===== config.mk =====
export PLATFORM = sky130hd
export DESIGN_NAME = dec5_32_reg
export DESIGN_NICKNAME = d
export VERILOG_FILES = /design/src/rtl/dec5_32_reg.sv
export SDC_FILE = /design/constraint.sdc
export NUM_CORES = 1
export LEC_CHECK = 0
export CAP_MARGIN = 0
export CORE_MARGIN = 1.5
export CORE_UTILIZATION = 41
export DETAILED_ROUTE_END_ITERATION = 6
export PLACE_DENSITY = 0.76
export REMOVE_ABC_BUFFERS = 1
export SKIP_CTS_REPAIR_TIMING = 1
export SLEW_MARGIN = 20
export SYNTH_ARGS = -nofsm -noshare
export SYNTH_HDL_FRONTEND = slang
export SYNTH_SLANG_ARGS = --single-unit

===== constraint.sdc =====
create_clock -name clk -period 0.9 [get_ports clk]
set_clock_uncertainty 0.2 [all_clocks]
set_input_delay 0.225 -clock clk [delete_from_list [all_inputs] [get_ports clk]]
set_output_delay 0.225 -clock clk [all_outputs]
set_load 0.05 [all_outputs]

===== src/rtl/dec5_32_reg.sv =====
// dec5_32_reg: registered 5-to-32 enabled one-hot decoder.
// The decode is built as a tree of enabled 1:2 decoders (1:2 -> 2:4 -> 3:8
// -> 4:16, then a top 1:2 split into two 4:16 halves) followed by a 32-bit
// output register with asynchronous active-low reset.
// Optional macro DEC_GATE_DELAY_EN: when defined, every NOT/AND gate in the
// tree carries the standard gate delay GATE_DELAY (normally supplied by
// delays.sv ahead of this file; defaults to 1 time unit if absent).
// When undefined, all gates are zero-delay.

`ifdef DEC_GATE_DELAY_EN
`ifndef GATE_DELAY
`define GATE_DELAY 1
`endif
`endif

// Leaf: enabled 1:2 decoder built from gates.
module decoder1_2 (
    input  logic       en,
    input  logic       sel,
    output logic [1:0] out
);
    logic sel_b;

`ifdef DEC_GATE_DELAY_EN
    not #(`GATE_DELAY) g_inv (sel_b, sel);
    and #(`GATE_DELAY) g_hi  (out[1], en, sel);
    and #(`GATE_DELAY) g_lo  (out[0], en, sel_b);
`else
    not g_inv (sel_b, sel);
    and g_hi  (out[1], en, sel);
    and g_lo  (out[0], en, sel_b);
`endif
endmodule

// Enabled 2:4 decoder: sel[1] picks which 1:2 leaf is enabled.
module decoder2_4 (
    input  logic       en,
    input  logic [1:0] sel,
    output logic [3:0] out
);
    logic [1:0] half_en;

    decoder1_2 u_split (.en(en),         .sel(sel[1]), .out(half_en));
    decoder1_2 u_hi    (.en(half_en[1]), .sel(sel[0]), .out(out[3:2]));
    decoder1_2 u_lo    (.en(half_en[0]), .sel(sel[0]), .out(out[1:0]));
endmodule

// Enabled 3:8 decoder: sel[2] picks which 2:4 half is enabled.
module decoder3_8 (
    input  logic       en,
    input  logic [2:0] sel,
    output logic [7:0] out
);
    logic [1:0] half_en;

    decoder1_2 u_split (.en(en),         .sel(sel[2]),   .out(half_en));
    decoder2_4 u_hi    (.en(half_en[1]), .sel(sel[1:0]), .out(out[7:4]));
    decoder2_4 u_lo    (.en(half_en[0]), .sel(sel[1:0]), .out(out[3:0]));
endmodule

// Enabled 4:16 decoder: sel[3] picks which 3:8 half is enabled.
module decoder4_16 (
    input  logic        en,
    input  logic [3:0]  sel,
    output logic [15:0] out
);
    logic [1:0] half_en;

    decoder1_2 u_split (.en(en),         .sel(sel[3]),   .out(half_en));
    decoder3_8 u_hi    (.en(half_en[1]), .sel(sel[2:0]), .out(out[15:8]));
    decoder3_8 u_lo    (.en(half_en[0]), .sel(sel[2:0]), .out(out[7:0]));
endmodule

// Top: sel[4] chooses the upper or lower 4:16 half, result is registered.
module dec5_32_reg (
    input  logic        clk,
    input  logic        reset_n,
    input  logic        en,
    input  logic [4:0]  sel,
    output logic [31:0] out
);
    logic [1:0]  half_en;
    logic [31:0] dec;

    decoder1_2  u_split (.en(en),         .sel(sel[4]),   .out(half_en));
    decoder4_16 u_hi    (.en(half_en[1]), .sel(sel[3:0]), .out(dec[31:16]));
    decoder4_16 u_lo    (.en(half_en[0]), .sel(sel[3:0]), .out(dec[15:0]));

    // Capture the settled decode each edge; reset clears it immediately.
    always_ff @(posedge clk or negedge reset_n) begin
        if (!reset_n) begin
            out <= 32'h0;
        end else begin
            out <= dec;
        end
    end
endmodule


==> impl_results.md, run 1 <==
- Required time worst endpoint: approximately 470 ps
- Power Density: roughly 1300 nW/um^2
- DRC viols: 0
- Setup TNS: -13440 ps
- First-pass GRT wire length: around 3800 um
- Mapped Area: 1030 sq um
- Crit. End Element: primary output
- DRT iter0 DRCs: 5
- Inst Count DP: between 150 and 200
- CP delay by family, top: flip-flops
- Commonest non-fill, non-tap cell in the layout: buf_12
- Ratio of cells with drive above 1 in the final layout: 0.459
- CTS Root Buffer Type: clkbuf_4
- Final WS setup: -426 ps
- Post-DRT Antenna Nets: 0
- Critical-path top delay cell: dfrtp_1
- Via count: about 790
- VDD IR-drop max: approximately 1.4 mV
- Register area share after synthesis: 0.777
- Pin count of the biggest net entering global routing: 33
- Die area: approximately 2800 sq um
- Synth unique cells: 10
- Clk sinks: 32
- Syn_area_per_cell: ~13 sq um
- TritonRoute pass-1 iters: 4
- Clock-pin slew on the worst setup and hold paths: 100 ps
- Core area: around 2300 sq um
- Largest register FFs: 32
- Total power: about 2.6 mW
- Htree depth: 2
- Hold Violations, Final: 2
- Mapped Cells: approximately 80
- Crit start category: register
- Top reg by flops: out
- Row count: 17
- CTS Buf Count: 5
- Detailed-placement wirelength estimate: 1870 um
- # diodes: 0
- Initial antenna violation count: 0
- # Max-Cap Violations: 0
- Utilization after layout: 0.847
- CTS tree: yes
- Crit-path cells: buf_12
- Top flop regs: out (32)
- Vias in the first global route: slightly above 800
- Share of the synthesized area in the top cell type: 0.777
- Violations in the final reports: negative hold slack, negative setup slack
- Critical path class: reg -> out
- WP data arrival: around 900 ps
- Yosys warns: 0
- Synth area leaders: dfrtp_1, nor2_1, nand4bb_1
- Io pins: 40
- Min Tclk post-route: approximately 1300 ps
- Final hold slack: -1.59 ps
- Max Freq: approximately 750 MHz
- Synth Register Bits: 32
- Dpl ws: -776 ps
- RSZ-0062 raised after global routing: yes
- Post-route cell area: between 1500 and 2000 sq um
- CTS Buffer Depth: 2
- Final Non-Filler Cells: between 150 and 200
- Endpoints failing setup: 39
- Slowest stage delay, CP: roughly 420 ps
- Commonest cells after routing, fill and taps aside: buf_12, dfrtp_1, nor2_1
- Final Net Count: 140
- Initial Utilization: 0.449
- Layout area overhead: 88.8%
- Die X-Extent: 53.1 um
- GRT Util Overall: 0.201
- Hold Path Class: in -> reg
- CP Max Fanout: 1
- GRT Residual Overflow: 0
- Routed len/inst: 15.6 um
- Relative slew margins: 0.751
- Slew Viols, Final: 0
- Placer Congestion: between 0.7 and 0.8
- Tcrit/Tclk final: 1.47
- WP buf/inv: 1
- Avg Vias per Cell: just under 5
- Worst Max-Slew Pin Slew: 373 ps
- Outcome: finished with violations
- IO Port Bufs: 39
- DP Area: between 1500 and 2000 sq um
- Leakage: between 0.9 and 1 nW
- DIE HEIGHT: 53.1 um
- Total wire length: 2510 um
- Cell accounting for the most synthesized area: dfrtp_1
## path summary, 6_finish.rpt
kind                          from  endpoint  slack [ps]  cells past startpoint
max                        out[16]   out[16]        -430                      1
min                         sel[2]    out[1]          -2                      3
max in group asynchronous  reset_n    out[6]         280                      2
min in group asynchronous  reset_n    out[3]          50                      2
## power by group
group	switching, mW	internal [mW]
sequential	0.0120	1.45
combinational	0.159	0.129
clock	0.464	0.371
## logic make-up after synthesis
group,count (synthesis),share of synthesized area
buf+inv,3,0.0109
simple gates,44,0.212
flops,32,0.777
## metal layers
metal / vias up / part of all wire / track usage
met3: 10 / 0.049 / 0.0537
met2: 38 / 0.59 / 0.367
met4: 0 / 0.031 / 0.107
met5: - / 0 / 0
li1: 357 / - / -
met1: 384 / 0.33 / 0.206
## layout make-up
class                           instances  area, sq um
Sequential cell                        32          801
Timing Repair Buffer                   49          797
Fill cell                             118          350
Multi-Input combinational cell         44          253
Clock buffer                            6         51.3
Tap cell                               28         35.0
Clock inverter                          2         10.0
## synthesized netlist by cell type, drive strengths merged
| cell | instances |
|---|---|
| nand2 | 1 |
| dfrtp | 32 |
| nor2 | 32 |
| nand4b | 3 |
| nand4 | 1 |
| nand4bb | 3 |
| clkbuf | 3 |
| or2 | 1 |
| nand2b | 2 |
| or4b | 1 |
(Power assumes the default switching activity.)
==> run 2, diff against run 1 <==
--- a/config.mk
+++ b/config.mk
@@ -9,7 +9,7 @@
 export CORE_MARGIN = 1.5
 export CORE_UTILIZATION = 41
 export DETAILED_ROUTE_END_ITERATION = 6
-export PLACE_DENSITY = 0.76
+export PLACE_DENSITY = 0.78
 export REMOVE_ABC_BUFFERS = 1
 export SKIP_CTS_REPAIR_TIMING = 1
 export SLEW_MARGIN = 20
==> impl_results.md, run 2 (synthesized netlist as in run 1, its figures left out) <==
- Layout area overhead: 88.8% (unchanged)
- CP delay by family, top: flip-flops
- Grt met1 use: 0.218 (+0.0118)
- GRT Util Overall: 0.218 (+0.0179)
- Row count: 17 (unchanged)
- DRT iter0 DRCs: 7 (+2)
- First-pass GRT wire length: 3970 um (+5.3%)
- CTS tree: yes
- Grt peak-use layer: met2
- CTS Root Buffer Type: clkbuf_4
- Hold Violations, Final: 0 (-2)
- Pin count of the biggest net entering global routing: 33 (unchanged)
- Final Net Count: 139 (-0.71%)
- Violations in the final reports: negative setup slack
- CTS Buf Count: 5 (unchanged)
- Top flop regs: out (32)
- Slowest stage delay, CP: 450 ps (+30 ps)
- Critical-path top delay cell: dfrtp_2
- Htree depth: 2 (unchanged)
- DP Area: 1850 sq um (-0.41%)
- Post-route cell area: 1950 sq um (unchanged)
- Endpoints failing setup: 36 (-7.7%)
- Met2 usage: 0.406 (+0.0396)
- Initial antenna violation count: 0 (unchanged)
- Crit-path cells: buf_12
- Core area: 2300 sq um (unchanged)
- Vias in the first global route: 776 (-4.6%)
- Commonest cells after routing, fill and taps aside: buf_12, dfrtp_1, nor2_1
- Tcrit/Tclk final: 1.50 (+0.0290)
- # Max-Cap Violations: 0 (unchanged)
- Die X-Extent: 53.1 um (unchanged)
- Commonest non-fill, non-tap cell in the layout: buf_12
- Io pins: 40 (unchanged)
- RSZ-0062 raised after global routing: yes
- Required time worst endpoint: 470 ps (about the same)
- VDD IR-drop max: 1.33 mV (-4.1%)
- Total power: 2.48 mW (-4.0%)
- Initial Utilization: 0.449 (unchanged)
- TritonRoute pass-1 iters: 4 (unchanged)
- Avg Vias per Cell: 4.92 (+0.36%)
- WP buf/inv: 1 (unchanged)
- Top reg by flops: out
- Critical path class: reg -> out
- Worst Max-Slew Pin Slew: 363 ps (-9.62 ps)
- Outcome: finished with violations
- Total wire length: 2800 um (+12%)
- Leakage: 0.906 nW (-1.4%)
- # diodes: 0 (unchanged)
- Clk sinks: 32 (unchanged)
- Dpl ws: -800 ps (-23.5 ps)
- Max Freq: 740 MHz (-1.9%)
- Setup TNS: -13200 ps (+236 ps)
- Post-DRT Antenna Nets: 0 (unchanged)
- IO Port Bufs: 39 (unchanged)
- Crit. End Element: primary output
- Placer Congestion: 0.759 (+3.8%)
- Utilization after layout: 0.847 (unchanged)
- CP Max Fanout: 1 (unchanged)
- GRT Residual Overflow: 0 (unchanged)
- Storage element area: 802 sq um (+0.16%)
- Slew Viols, Final: 0 (unchanged)
- DIE HEIGHT: 53.1 um (unchanged)
- WP data arrival: 930 ps (+30 ps)
- Multi-input gate area: 274 sq um (+8.4%)
- Min Tclk post-route: 1350 ps (+26.1 ps)
- Via count: 782 (-0.89%)
- Ratio of cells with drive above 1 in the final layout: 0.466 (+0.00700)
- Detailed-placement wirelength estimate: 2030 um (+8.3%)
- DRC viols: 0 (unchanged)
- Largest register FFs: 32 (unchanged)
- Final WS setup: -452 ps (-26.1 ps)
- Crit start category: register
- Die area: 2820 sq um (unchanged)
- Clock-pin slew on the worst setup and hold paths: 90 ps (about the same)
- Hold Path Class: in -> reg
- Power Density: 1270 nW/um^2 (-4.0%)
- CTS Buffer Depth: 2 (unchanged)
- GRT met3 Usage: 0.0565 (+0.00282)
- Routed len/inst: 17.6 um (+13%)
- Fillers: 107 (-9.3%)
- Relative slew margins: 0.757 (+0.00643)
[run 2: cell type report]
| cell class | count | share of cell area |
|---|---|---|
| timing repair buffer | 48 | 0.406 |
| multi-input combinational | 44 | 0.141 |
| sequential | 32 | 0.412 |
| clock inverter | 1 | 0.00257 |
| tap | 28 | 0.0180 |
| clock buffer | 6 | 0.0212 |
[run 2: tightest hold or removal path: cells and delay by family]
kind                   cells  cell delay (ps)
buffers and inverters      1               80
and+or+nand+nor            2              220
[run 2: through the flow]
stage / hold slack (ps) / std cells
floorplan: -271 / 76
global placement: 404 / 152
detailed placement: 407 / 152
CTS: 65.4 / 159
global route: 25.2 / 159
finish: 33.8 / 159
[run 2: path summary, 6_finish.rpt]
| check | startpoint | endpoint | slack [ps] | cells after the start |
|---|---|---|---|---|
| min in group asynchronous | reset_n | out[10] | 100 | 2 |
| max in group asynchronous | reset_n | out[0] | 230 | 2 |
| hold / removal | sel[4] | out[0] | 30 | 3 |
| setup / recovery | out[0] | out[0] | -450 | 1 |
[run 2: per-layer routing]
| layer | part of all wire | up-vias |
|---|---|---|
| met1 | 0.35 | 384 |
| li1 | - | 355 |
| met4 | 0.029 | 0 |
| met5 | 0 | - |
| met2 | 0.56 | 34 |
| met3 | 0.054 | 9 |
[run 2: power by group]
part / switching (mW) / internal [mW]
Combinational: 0.170 / 0.135
Clock: 0.427 / 0.287
Sequential: 0.0123 / 1.45
Total: 0.609 / 1.87
==> run 3, diff against run 2 <==
--- a/config.mk
+++ b/config.mk
@@ -5,7 +5,7 @@
 export SDC_FILE = /design/constraint.sdc
 export NUM_CORES = 1
 export LEC_CHECK = 0
-export CAP_MARGIN = 0
+export CAP_MARGIN = 40
 export CORE_MARGIN = 1.5
 export CORE_UTILIZATION = 41
 export DETAILED_ROUTE_END_ITERATION = 6
@@ -16,3 +16,4 @@
 export SYNTH_ARGS = -nofsm -noshare
 export SYNTH_HDL_FRONTEND = slang
 export SYNTH_SLANG_ARGS = --single-unit
+export TNS_END_PERCENT = 30
==> impl_results.md, run 3 (synthesized netlist as in run 1, its figures left out) <==
- Outcome: finished with violations
- Violations in the final reports: negative setup slack
- Post-DRT Antenna Nets: 0 (unchanged)
- VDD IR-drop max: 0.986 mV (-26%)
- Slew Viols, Final: 0 (unchanged)
- Storage element area: 802 sq um (unchanged)
- WP data arrival: 920 ps (about the same)
- Max Freq: 743 MHz (+0.51%)
- Multi-input gate area: 258 sq um (-5.9%)
- Inst Count DP: 152 (unchanged)
- Io pins: 40 (unchanged)
- Required time worst endpoint: 470 ps (about the same)
- Min Tclk post-route: 1350 ps (-6.80 ps)
- Hold Violations, Final: 0 (unchanged)
- Slowest stage delay, CP: 450 ps (about the same)
- DRT iter0 DRCs: 5 (-2)
- # diodes: 0 (unchanged)
- Dpl ws: -800 ps (unchanged)
- Critical path class: reg -> out
- Critical-path top delay cell: dfrtp_2
- CP delay by family, top: flip-flops
- Final Non-Filler Cells: 159 (unchanged)
- Core area: 2300 sq um (unchanged)
- Clock-pin slew on the worst setup and hold paths: 90 ps (about the same)
- Total wire length: 2570 um (-8.4%)
- Leakage: 0.909 nW (+0.34%)
- GRT Residual Overflow: 0 (unchanged)
- Top flop regs: out (32)
- Largest register FFs: 32 (unchanged)
- Commonest non-fill, non-tap cell in the layout: buf_12
- Vias in the first global route: 776 (unchanged)
- Total power: 2.47 mW (-0.36%)
- Crit start category: register
- Power Density: 1280 nW/um^2 (+0.47%)
- Pin count of the biggest net entering global routing: 33 (unchanged)
- Detailed-placement wirelength estimate: 2030 um (unchanged)
- Crit. End Element: primary output
- CTS Root Buffer Type: clkbuf_4
- Final WS setup: -445 ps (+6.80 ps)
- IO Port Bufs: 39 (unchanged)
- Final Net Count: 139 (unchanged)
- Setup TNS: -13190 ps (+12.7 ps)
- Worst Max-Slew Pin Slew: 344 ps (-18.8 ps)
- Die area: 2820 sq um (unchanged)
- Post-route cell area: 1930 sq um (-0.84%)
- Via count: 784 (+0.26%)
- Tcrit/Tclk final: 1.49 (-0.00755)
- CTS tree: yes
- Placer Congestion: 0.759 (unchanged)
- RSZ-0062 raised after global routing: yes
- DIE HEIGHT: 53.1 um (unchanged)
- Hold Path Class: in -> reg
- WP buf/inv: 1 (unchanged)
- Initial antenna violation count: 0 (unchanged)
- Row count: 17 (unchanged)
- Routed len/inst: 16.1 um (-8.4%)
- Endpoints failing setup: 36 (unchanged)
- CP Max Fanout: 1 (unchanged)
- Die X-Extent: 53.1 um (unchanged)
- Htree depth: 2 (unchanged)
- First-pass GRT wire length: 3970 um (unchanged)
- Crit-path cells: buf_12
- TritonRoute pass-1 iters: 4 (unchanged)
- DRC viols: 0 (unchanged)
- Layout area overhead: 87.3%
- Avg Vias per Cell: 4.93 (+0.26%)
- Top reg by flops: out
- CTS Buf Count: 5 (unchanged)
- GRT Util Overall: 0.218 (unchanged)
- Commonest cells after routing, fill and taps aside: buf_12, dfrtp_1, nor2_1
- Initial Utilization: 0.449 (unchanged)
- Fillers: 108 (+0.93%)
- Utilization after layout: 0.840 (-0.00708)
- Final hold slack: 23.7 ps (-10.1 ps)
- # Max-Cap Violations: 0 (unchanged)
- Relative slew margins: 0.770 (+0.0126)
- CTS Buffer Depth: 2 (unchanged)
- DP Area: 1850 sq um (unchanged)
- Ratio of cells with drive above 1 in the final layout: 0.450 (-0.0153)
- Clk sinks: 32 (unchanged)
==> run 3: cell types whose count changed in the layout (fill, tap and decap cells not counted) <==
cell and change:
nand4bb_4 -1, clkbuf_2 -1, nand4bb_1 +1, dlymetal6s2s_1 +1, buf_4 +2, buf_6 -2
==> run 3: final cells by class <==
type	instances	area share
flip-flops and latches	32	0.415
repair buffers	48	0.409
multi-input cells	44	0.134
clock buffers	6	0.0214
well taps	28	0.0181
clock inverters	1	0.00259
==> run 3: layer usage <==
layer	vias to the layer above	GRT usage	share of wire
met5	-	0	0
met1	385	0.218	0.34
li1	356	-	-
met3	7	0.0565	0.062
met2	36	0.406	0.57
met4	0	0.120	0.028
==> run 3: final timing paths <==
kind                         start     end  slack [ps]  cells after the start
max                         out[0]  out[0]        -450                      1
min                         sel[4]  out[2]          20                      3
max in group asynchronous  reset_n  out[0]         270                      2
min in group asynchronous  reset_n  out[8]          70                      2
==> run 3: where the power goes <==
part	internal [mW]	switching, mW	leakage, nW
clock network	0.287	0.432	0.0281
logic	0.129	0.162	0.437
registers	1.45	0.0121	0.444
